### config.mk
export PLATFORM = sky130hd
export DESIGN_NAME = laser_cover_scan
export DESIGN_NICKNAME = d
export VERILOG_FILES = /design/src/rtl/laser_cover_scan_pkg.sv /design/src/rtl/laser_cover_scan_hit_lanes.sv /design/src/rtl/laser_cover_scan.sv
export SDC_FILE = /design/constraint.sdc
export NUM_CORES = 2
export LEC_CHECK = 0
export ABC_AREA = 0
export BUFFER_PORTS_ARGS = -buffer_cell sky130_fd_sc_hd__buf_4
export CAP_MARGIN = 15
export CORE_MARGIN = 3
export CORE_UTILIZATION = 60
export CTS_CLUSTER_SIZE = 12
export DETAILED_ROUTE_END_ITERATION = 10
export GPL_ROUTABILITY_DRIVEN = 1
export GPL_TIMING_DRIVEN = 0
export HOLD_SLACK_MARGIN = 0.03
export PLACE_DENSITY = 0.76
export SLEW_MARGIN = 20
export SYNTH_ARGS = -nofsm -noshare
export SYNTH_HDL_FRONTEND = slang
export SYNTH_SLANG_ARGS = --single-unit
### constraint.sdc
create_clock -name clk_i -period 28.6 [get_ports clk_i]
set_clock_uncertainty 0.05 [all_clocks]
set_input_delay 5.72 -clock clk_i [delete_from_list [all_inputs] [get_ports clk_i]]
set_output_delay 5.72 -clock clk_i [all_outputs]
set_load 0.01 [all_outputs]
### src/rtl/laser_cover_scan_pkg.sv
// Shared types and the radius hit test for the two-circle cover engine.
package laser_cover_scan_pkg;

    typedef enum logic [1:0] {StLoad, StScan, StUpdate, StFin} state_e;

    // Widest coordinate the hit test supports; narrower grids zero-extend into it.
    localparam int unsigned MaxCoordW = 8;

    typedef logic [MaxCoordW-1:0] coord_t;
    typedef logic [2*MaxCoordW:0] sq_t;

    function automatic logic covered(input coord_t px, input coord_t py,
                                     input coord_t cx, input coord_t cy,
                                     input int unsigned radius);
        sq_t dx;
        sq_t dy;
        sq_t d2;
        dx = (px >= cx) ? sq_t'(px - cx) : sq_t'(cx - px);
        dy = (py >= cy) ? sq_t'(py - cy) : sq_t'(cy - py);
        d2 = dx * dx + dy * dy;
        return {15'd0, d2} <= radius * radius;
    endfunction

endpackage

### src/rtl/laser_cover_scan_hit_lanes.sv
// One slice of parallel hit tests against a candidate centre, plus the count of hits
// that are not already claimed by the fixed circle.
module laser_cover_scan_hit_lanes
    import laser_cover_scan_pkg::*;
#(
    parameter int unsigned COORD_W = 4,
    parameter int unsigned LANES   = 10,
    parameter int unsigned RADIUS  = 4
) (
    input  logic [LANES-1:0][COORD_W-1:0] px_i,
    input  logic [LANES-1:0][COORD_W-1:0] py_i,
    input  logic [COORD_W-1:0]            cx_i,
    input  logic [COORD_W-1:0]            cy_i,
    input  logic [LANES-1:0]              fixed_i,
    output logic [LANES-1:0]              hit_o,
    output logic [$clog2(LANES+1)-1:0]    cnt_o
);

    logic [LANES-1:0] hit;

    always_comb begin
        hit   = '0;
        cnt_o = '0;
        for (int unsigned i = 0; i < LANES; i++) begin
            hit[i] = covered(coord_t'(px_i[i]), coord_t'(py_i[i]),
                             coord_t'(cx_i), coord_t'(cy_i), RADIUS);
            if (hit[i] && !fixed_i[i]) begin
                cnt_o = cnt_o + 1'b1;
            end
        end
    end

    assign hit_o = hit;

endmodule

### src/rtl/laser_cover_scan.sv
// Two-circle point-cover engine: loads N_PTS points, then alternately re-places circles A/B by
// exhaustive grid scan. Optional SCORE output enabled by defining LASER_COVER_SCORE_EN.
module laser_cover_scan
    import laser_cover_scan_pkg::*;
#(
    parameter int unsigned COORD_W  = 4,
    parameter int unsigned N_PTS    = 40,
    parameter int unsigned LANES    = 10,
    parameter int unsigned RADIUS   = 4,
    parameter int unsigned MAX_ITER = 8
) (
    input  logic                         clk_i,
    input  logic                         rst_i,
    input  logic                         in_valid_i,
    output logic                         in_ready_o,
    input  logic [COORD_W-1:0]           x_i,
    input  logic [COORD_W-1:0]           y_i,
    output logic [COORD_W-1:0]           c1x_o,
    output logic [COORD_W-1:0]           c1y_o,
    output logic [COORD_W-1:0]           c2x_o,
    output logic [COORD_W-1:0]           c2y_o,
`ifdef LASER_COVER_SCORE_EN
    output logic [$clog2(N_PTS+1)-1:0]   score_o,
`endif
    output logic                         done_o
);

    localparam int unsigned NSlices  = N_PTS / LANES;
    localparam int unsigned SliceW   = (NSlices > 1) ? $clog2(NSlices) : 1;
    localparam int unsigned CandW    = 2 * COORD_W;
    localparam int unsigned CntW     = $clog2(N_PTS + 1);
    localparam int unsigned LaneCntW = $clog2(LANES + 1);
    localparam int unsigned RoundW   = $clog2(MAX_ITER + 1);

    state_e                         state_q;
    logic [N_PTS-1:0][COORD_W-1:0]  pts_x_q, pts_y_q;
    logic [CntW-1:0]                pt_cnt_q;
    logic [CandW-1:0]               cand_q;
    logic [SliceW-1:0]              slice_q;
    logic [CntW-1:0]                acc_q, best_q;
    logic [CandW-1:0]               best_c_q, fixed_c_q, prev_c_q;
    logic                           prev_valid_q;
    logic [N_PTS-1:0]               best_mask_q, fixed_mask_q, cand_mask_q;
    logic [RoundW-1:0]              round_q;
    logic [CandW-1:0]               c1_q, c2_q;
    logic                           in_ready_q, done_q;

    logic [LANES-1:0][COORD_W-1:0]  lane_x, lane_y;
    logic [LANES-1:0]               lane_fixed, lane_hit;
    logic [LaneCntW-1:0]            lane_cnt;
    logic [N_PTS-1:0]               cand_mask_full;
    logic [CntW-1:0]                cand_total;
    logic [RoundW-1:0]              round_inc;
    logic                           last_slice, finish;

    assign lane_x     = pts_x_q[slice_q*LANES +: LANES];
    assign lane_y     = pts_y_q[slice_q*LANES +: LANES];
    assign lane_fixed = fixed_mask_q[slice_q*LANES +: LANES];

    laser_cover_scan_hit_lanes #(
        .COORD_W (COORD_W),
        .LANES   (LANES),
        .RADIUS  (RADIUS)
    ) u_hit_lanes (
        .px_i    (lane_x),
        .py_i    (lane_y),
        .cx_i    (cand_q[COORD_W-1:0]),
        .cy_i    (cand_q[CandW-1:COORD_W]),
        .fixed_i (lane_fixed),
        .hit_o   (lane_hit),
        .cnt_o   (lane_cnt)
    );

    // Cover mask of the current candidate including the slice being tested this cycle.
    always_comb begin
        cand_mask_full = cand_mask_q;
        cand_mask_full[slice_q*LANES +: LANES] = lane_hit;
    end

    assign cand_total = acc_q + CntW'(lane_cnt);
    assign last_slice = (slice_q == SliceW'(NSlices - 1));
    assign round_inc  = round_q + 1'b1;
    assign finish     = (prev_valid_q && (best_c_q == prev_c_q)) ||
                        (round_inc == RoundW'(MAX_ITER));

`ifdef LASER_COVER_SCORE_EN
    logic [CntW-1:0]  union_cnt, score_q;
    logic [N_PTS-1:0] union_mask;

    always_comb begin
        union_mask = best_mask_q | fixed_mask_q;
        union_cnt  = '0;
        for (int unsigned i = 0; i < N_PTS; i++) begin
            if (union_mask[i]) begin
                union_cnt = union_cnt + 1'b1;
            end
        end
    end

    assign score_o = score_q;
`endif

    always_ff @(posedge clk_i or posedge rst_i) begin
        if (rst_i) begin
            state_q      <= StLoad;
            pts_x_q      <= '0;
            pts_y_q      <= '0;
            pt_cnt_q     <= '0;
            cand_q       <= '0;
            slice_q      <= '0;
            acc_q        <= '0;
            best_q       <= '0;
            best_c_q     <= '0;
            fixed_c_q    <= '0;
            prev_c_q     <= '0;
            prev_valid_q <= 1'b0;
            best_mask_q  <= '0;
            fixed_mask_q <= '0;
            cand_mask_q  <= '0;
            round_q      <= '0;
            c1_q         <= '0;
            c2_q         <= '0;
            in_ready_q   <= 1'b1;
            done_q       <= 1'b0;
`ifdef LASER_COVER_SCORE_EN
            score_q      <= '0;
`endif
        end else begin
            done_q <= 1'b0;
            unique case (state_q)
                StLoad: begin
                    if (in_valid_i) begin
                        pts_x_q[pt_cnt_q] <= x_i;
                        pts_y_q[pt_cnt_q] <= y_i;
                        if (pt_cnt_q == CntW'(N_PTS - 1)) begin
                            pt_cnt_q   <= '0;
                            in_ready_q <= 1'b0;
                            state_q    <= StScan;
                        end else begin
                            pt_cnt_q <= pt_cnt_q + 1'b1;
                        end
                    end
                end
                StScan: begin
                    cand_mask_q <= cand_mask_full;
                    if (last_slice) begin
                        acc_q   <= '0;
                        slice_q <= '0;
                        // >= makes the last candidate in scan order win ties.
                        if (cand_total >= best_q) begin
                            best_q      <= cand_total;
                            best_c_q    <= cand_q;
                            best_mask_q <= cand_mask_full;
                        end
                        cand_q <= cand_q + 1'b1;
                        if (&cand_q) begin
                            state_q <= StUpdate;
                        end
                    end else begin
                        acc_q   <= cand_total;
                        slice_q <= slice_q + 1'b1;
                    end
                end
                StUpdate: begin
                    round_q <= round_inc;
                    c1_q    <= best_c_q;
                    c2_q    <= fixed_c_q;
`ifdef LASER_COVER_SCORE_EN
                    score_q <= union_cnt;
`endif
                    if (finish) begin
                        done_q  <= 1'b1;
                        state_q <= StFin;
                    end else begin
                        fixed_c_q    <= best_c_q;
                        fixed_mask_q <= best_mask_q;
                        prev_c_q     <= fixed_c_q;
                        prev_valid_q <= 1'b1;
                        best_q       <= '0;
                        best_mask_q  <= '0;
                        state_q      <= StScan;
                    end
                end
                StFin: begin
                    round_q      <= '0;
                    best_q       <= '0;
                    best_c_q     <= '0;
                    best_mask_q  <= '0;
                    fixed_mask_q <= '0;
                    fixed_c_q    <= '0;
                    prev_c_q     <= '0;
                    prev_valid_q <= 1'b0;
                    in_ready_q   <= 1'b1;
                    state_q      <= StLoad;
                end
                default: state_q <= StLoad;
            endcase
        end
    end

    assign in_ready_o = in_ready_q;
    assign done_o     = done_q;
    assign c1x_o      = c1_q[COORD_W-1:0];
    assign c1y_o      = c1_q[CandW-1:COORD_W];
    assign c2x_o      = c2_q[COORD_W-1:0];
    assign c2y_o      = c2_q[CandW-1:COORD_W];

endmodule
==> results.sh <==
export IMPL_status="complete, no violations"
export IMPL_hold_buffers=0
export IMPL_area_delta_synth_final_pct=5.21
export IMPL_p_comb_share_pct=2.2
export IMPL_grt_max_degree=104
export IMPL_insertion_delay_ns=0.64
export IMPL_io_buffers=20
export IMPL_nets=10300
export IMPL_initial_utilization_pct=60.6
export IMPL_rr_worst_depth=75
export IMPL_rsz0062_at_grt="no"
export IMPL_routed_wl_um=186000
export IMPL_grt_pass1_vias=60200
export IMPL_drc=0
export IMPL_num_rows=134
export IMPL_cpPeakStageDelay_ns=0.80
export IMPL_synthCells=7921
export IMPL_critical_path_arrival_ns=21.88
export IMPL_layout_commonest_cell="inv_1"
export IMPL_yosysTopAreaCellShare_pct=31.1
export IMPL_slew_viol_final=0
export IMPL_ir_worst_vdd_mv=0.0494
export IMPL_maxClockFrequency_mhz=46.6
export IMPL_final_cell_mix="2042 x inv_1, 1261 x fa_1, 1042 x ha_1, 508 x dfrtp_1, 344 x mux2_2"
export IMPL_avgRoutedWirePerCell_um=19.0
export IMPL_drtIter0Drc=3681
export IMPL_synth_edf_count=0
export IMPL_netlist_area_mm2=0.0811
export IMPL_period_share_pct=75.0
export IMPL_dp_hpwl_um=155000
export IMPL_htree_levels=2
export IMPL_p_int_mw=1.09
export IMPL_antenna_found_initial=1
export IMPL_cts_setup_buffers=0
export IMPL_dieArea_mm2=0.140
export IMPL_post_cts_resized=0
export IMPL_crit_family="adder cells"
export IMPL_crit_path_end_kind="flip-flop"
export IMPL_tns_ns=0
export IMPL_synth_seq_cells=517
export IMPL_cts_sinks=517
export IMPL_synthTopCellsByArea="fa_1 31%, ha_1 16%, dfrtp_1 16%"
export IMPL_cap_viol_max_count=0
export IMPL_synth_top_area_cell="fa_1"
export IMPL_min_from="cand_mask_q[30]"
export IMPL_relSlewSlack_pct=22.4
export IMPL_min_to="cand_mask_q[30]"
export IMPL_num_vias=55000
export IMPL_yosysUniqueCellTypes=92
export IMPL_pwr_share_seq_pct=51.9
export IMPL_syn_avg_cell_area_um2=10.2
export IMPL_switchingPower_mw=0.320
export IMPL_fin_cells=9801
export IMPL_clkPwrFrac_pct=45.9
export IMPL_grt_pass1_wl_um=313000
export IMPL_cts_root_buf="clkbuf_16"
export IMPL_leakage_nw=44.7
export IMPL_ys_flop_type="dfrtp_1"
export IMPL_cp_common_cell="xnor2_1"
export IMPL_place_inst=9720
export IMPL_start_kind="flip-flop"
export IMPL_async_flop_share_pct=100
export IMPL_power_density_mw_per_mm2=16.5
export IMPL_reg2reg_slack_ns=7.15
export IMPL_crit_type="flip-flop to flip-flop"
export IMPL_cp_required_ns=29.04
export IMPL_drt_pass1_iterations=5
export IMPL_overflow=0
export IMPL_dieWidth_um=374
export IMPL_syn_num_nets=10200
export IMPL_crit_fanout=12
export IMPL_routabilityCongestion=0.934
export IMPL_p_sw_share_pct=22.7
export IMPL_ys_seq_area_share_pct=15.9
export IMPL_r2r_end="best_mask_q[18]"
export IMPL_viasPerCell=5.62
export IMPL_r2r_start="slice_q[0]"
export IMPL_cts_tree="yes"
export IMPL_slowest_stage="buf_1"
export IMPL_setup_viol=0
export IMPL_crit_buf_inv=15
export IMPL_cts_buffers=51
export IMPL_fillers=10500
export IMPL_drive_gt1_share_pct=8.29
export IMPL_tightest_slew_ns=1.15
export IMPL_hold_class="flip-flop to flip-flop"
export IMPL_hold_depth=2
export IMPL_coreArea_mm2=0.134
export IMPL_drtAntennaViolNets=0
export IMPL_grt_usage_pct=27.8
export IMPL_clk_pin_slew_worst_paths_ns=0.06
export IMPL_hold_viol_final=0
export IMPL_clockBufferDepth=3
export IMPL_yosysWarnings=0
export IMPL_num_io_pins=29
export IMPL_min_period_ns=21.45
export IMPL_die_h_um=374
==> through the flow <==
| step | cell area [um^2] | total power [mW] | worst slack [ns] | hold slack, ns | util [%] |
|---|---|---|---|---|---|
| detailed placement | 83800 | 0.776 | 7.37 | 0.414 | 62.6 |
| global route | 85400 | 1.44 | 5.89 | 0.454 | 63.8 |
| global placement | 83500 | 0.774 | 3.31 | 0.404 | 62.4 |
| CTS | 85300 | 1.41 | 7.26 | 0.431 | 63.8 |
| floorplan | 81100 | 0.761 | 8.39 | 0.390 | - |
| finish | 85400 | 1.41 | 7.15 | 0.426 | 63.8 |
==> synthesized netlist by cell type, types with 23 or more instances <==
library cell,n
nor3_1,57
and2_1,33
clkbuf_1,144
nor2b_1,56
o21ai_0,207
o21a_1,31
mux2i_1,81
nand2_1,295
mux2_2,344
fa_1,1261
xnor2_1,285
or2_2,60
and3_1,27
mux4_2,91
nand2b_1,88
inv_1,2045
nor4_1,24
a21o_1,84
dfrtp_1,516
a211oi_1,38
o211ai_1,30
xor2_1,85
nand4_1,23
a21oi_1,204
a22o_1,73
nand3_1,50
o21bai_1,28
o31ai_1,23
nor2_1,303
ha_1,1042
==> flip-flops by register name, summed over array words and instances (netlist names), 2 cells and up <==
| signal | flops |
|---|---|
| c1_q | 8 |
| fixed_mask_q | 40 |
| best_mask_q | 40 |
| best_c_q | 8 |
| pts_y_q | 160 |
| acc_q | 6 |
| cand_mask_q | 40 |
| cand_q | 8 |
| fixed_c_q | 8 |
| pts_x_q | 160 |
| round_q | 4 |
| best_q | 6 |
| prev_c_q | 8 |
| pt_cnt_q | 6 |
| slice_q | 2 |
| state_q | 2 |
| c2_q | 8 |
==> final cells by class <==
cell class,count,area (um^2),area share [%]
inverter,2050,7700,9.02
timing repair buffer,31,402,0.471
clock buffer,74,1430,1.68
tap,1768,2210,2.59
buffer,166,644,0.755
multi-input combinational,5188,59900,70.2
sequential,517,12900,15.2
clock inverter,6,106,0.125
antenna,1,2.50,0.00293
==> logic make-up after synthesis <==
| kind of cell | share of synthesized area, % |
|---|---|
| fa+ha+maj | 47.2 |
| buf+inv | 10.3 |
| simple gates | 6.71 |
| compound gates | 7.13 |
| flops | 15.9 |
| mux | 8.30 |
| xor+xnor | 4.46 |
==> layer usage <==
layer  GRT usage, %  routed length, um
met5              0                  0
met4           7.77               6000
met3           4.57              12200
met2           46.3              89500
met1           37.8              78700
==> power by group through the flow <==
stage               Sequential (mW)  Clock [mW]  Combinational, mW
global placement              0.746           0             0.0284
global route                  0.731       0.677             0.0336
finish                        0.731       0.647             0.0315
floorplan                     0.746           0             0.0154
CTS                           0.731       0.646             0.0315
detailed placement            0.745           0             0.0314
==> worst reg2reg max path: cells and delay by family (launching register included) <==
family                   cells  cell delay [ns]
adder cells (fa/ha/maj)     16             6.46
buffers and inverters       15             4.65
AO/OA/AOI/OAI               14             2.73
XOR/XNOR                    12             2.63
AND/OR/NAND/NOR             13             2.54
multiplexers                 5             1.76
flip-flops                   1             0.50
==> worst max-delay path by stage <==
stage / startpoint / to / slack [ns] / cells past startpoint
global route: slice_q[0] / best_mask_q[18] / 5.89 / 76
CTS: slice_q[0] / best_mask_q[18] / 7.26 / 75
detailed placement: slice_q[0] / best_mask_q[18] / 7.37 / 75
finish: slice_q[0] / best_mask_q[18] / 7.15 / 75
floorplan: rst_i / acc_q[0] / 8.39 / 1
global placement: rst_i / pts_y_q[25] / 3.31 / 2
Power figures use the tool's default switching activity.
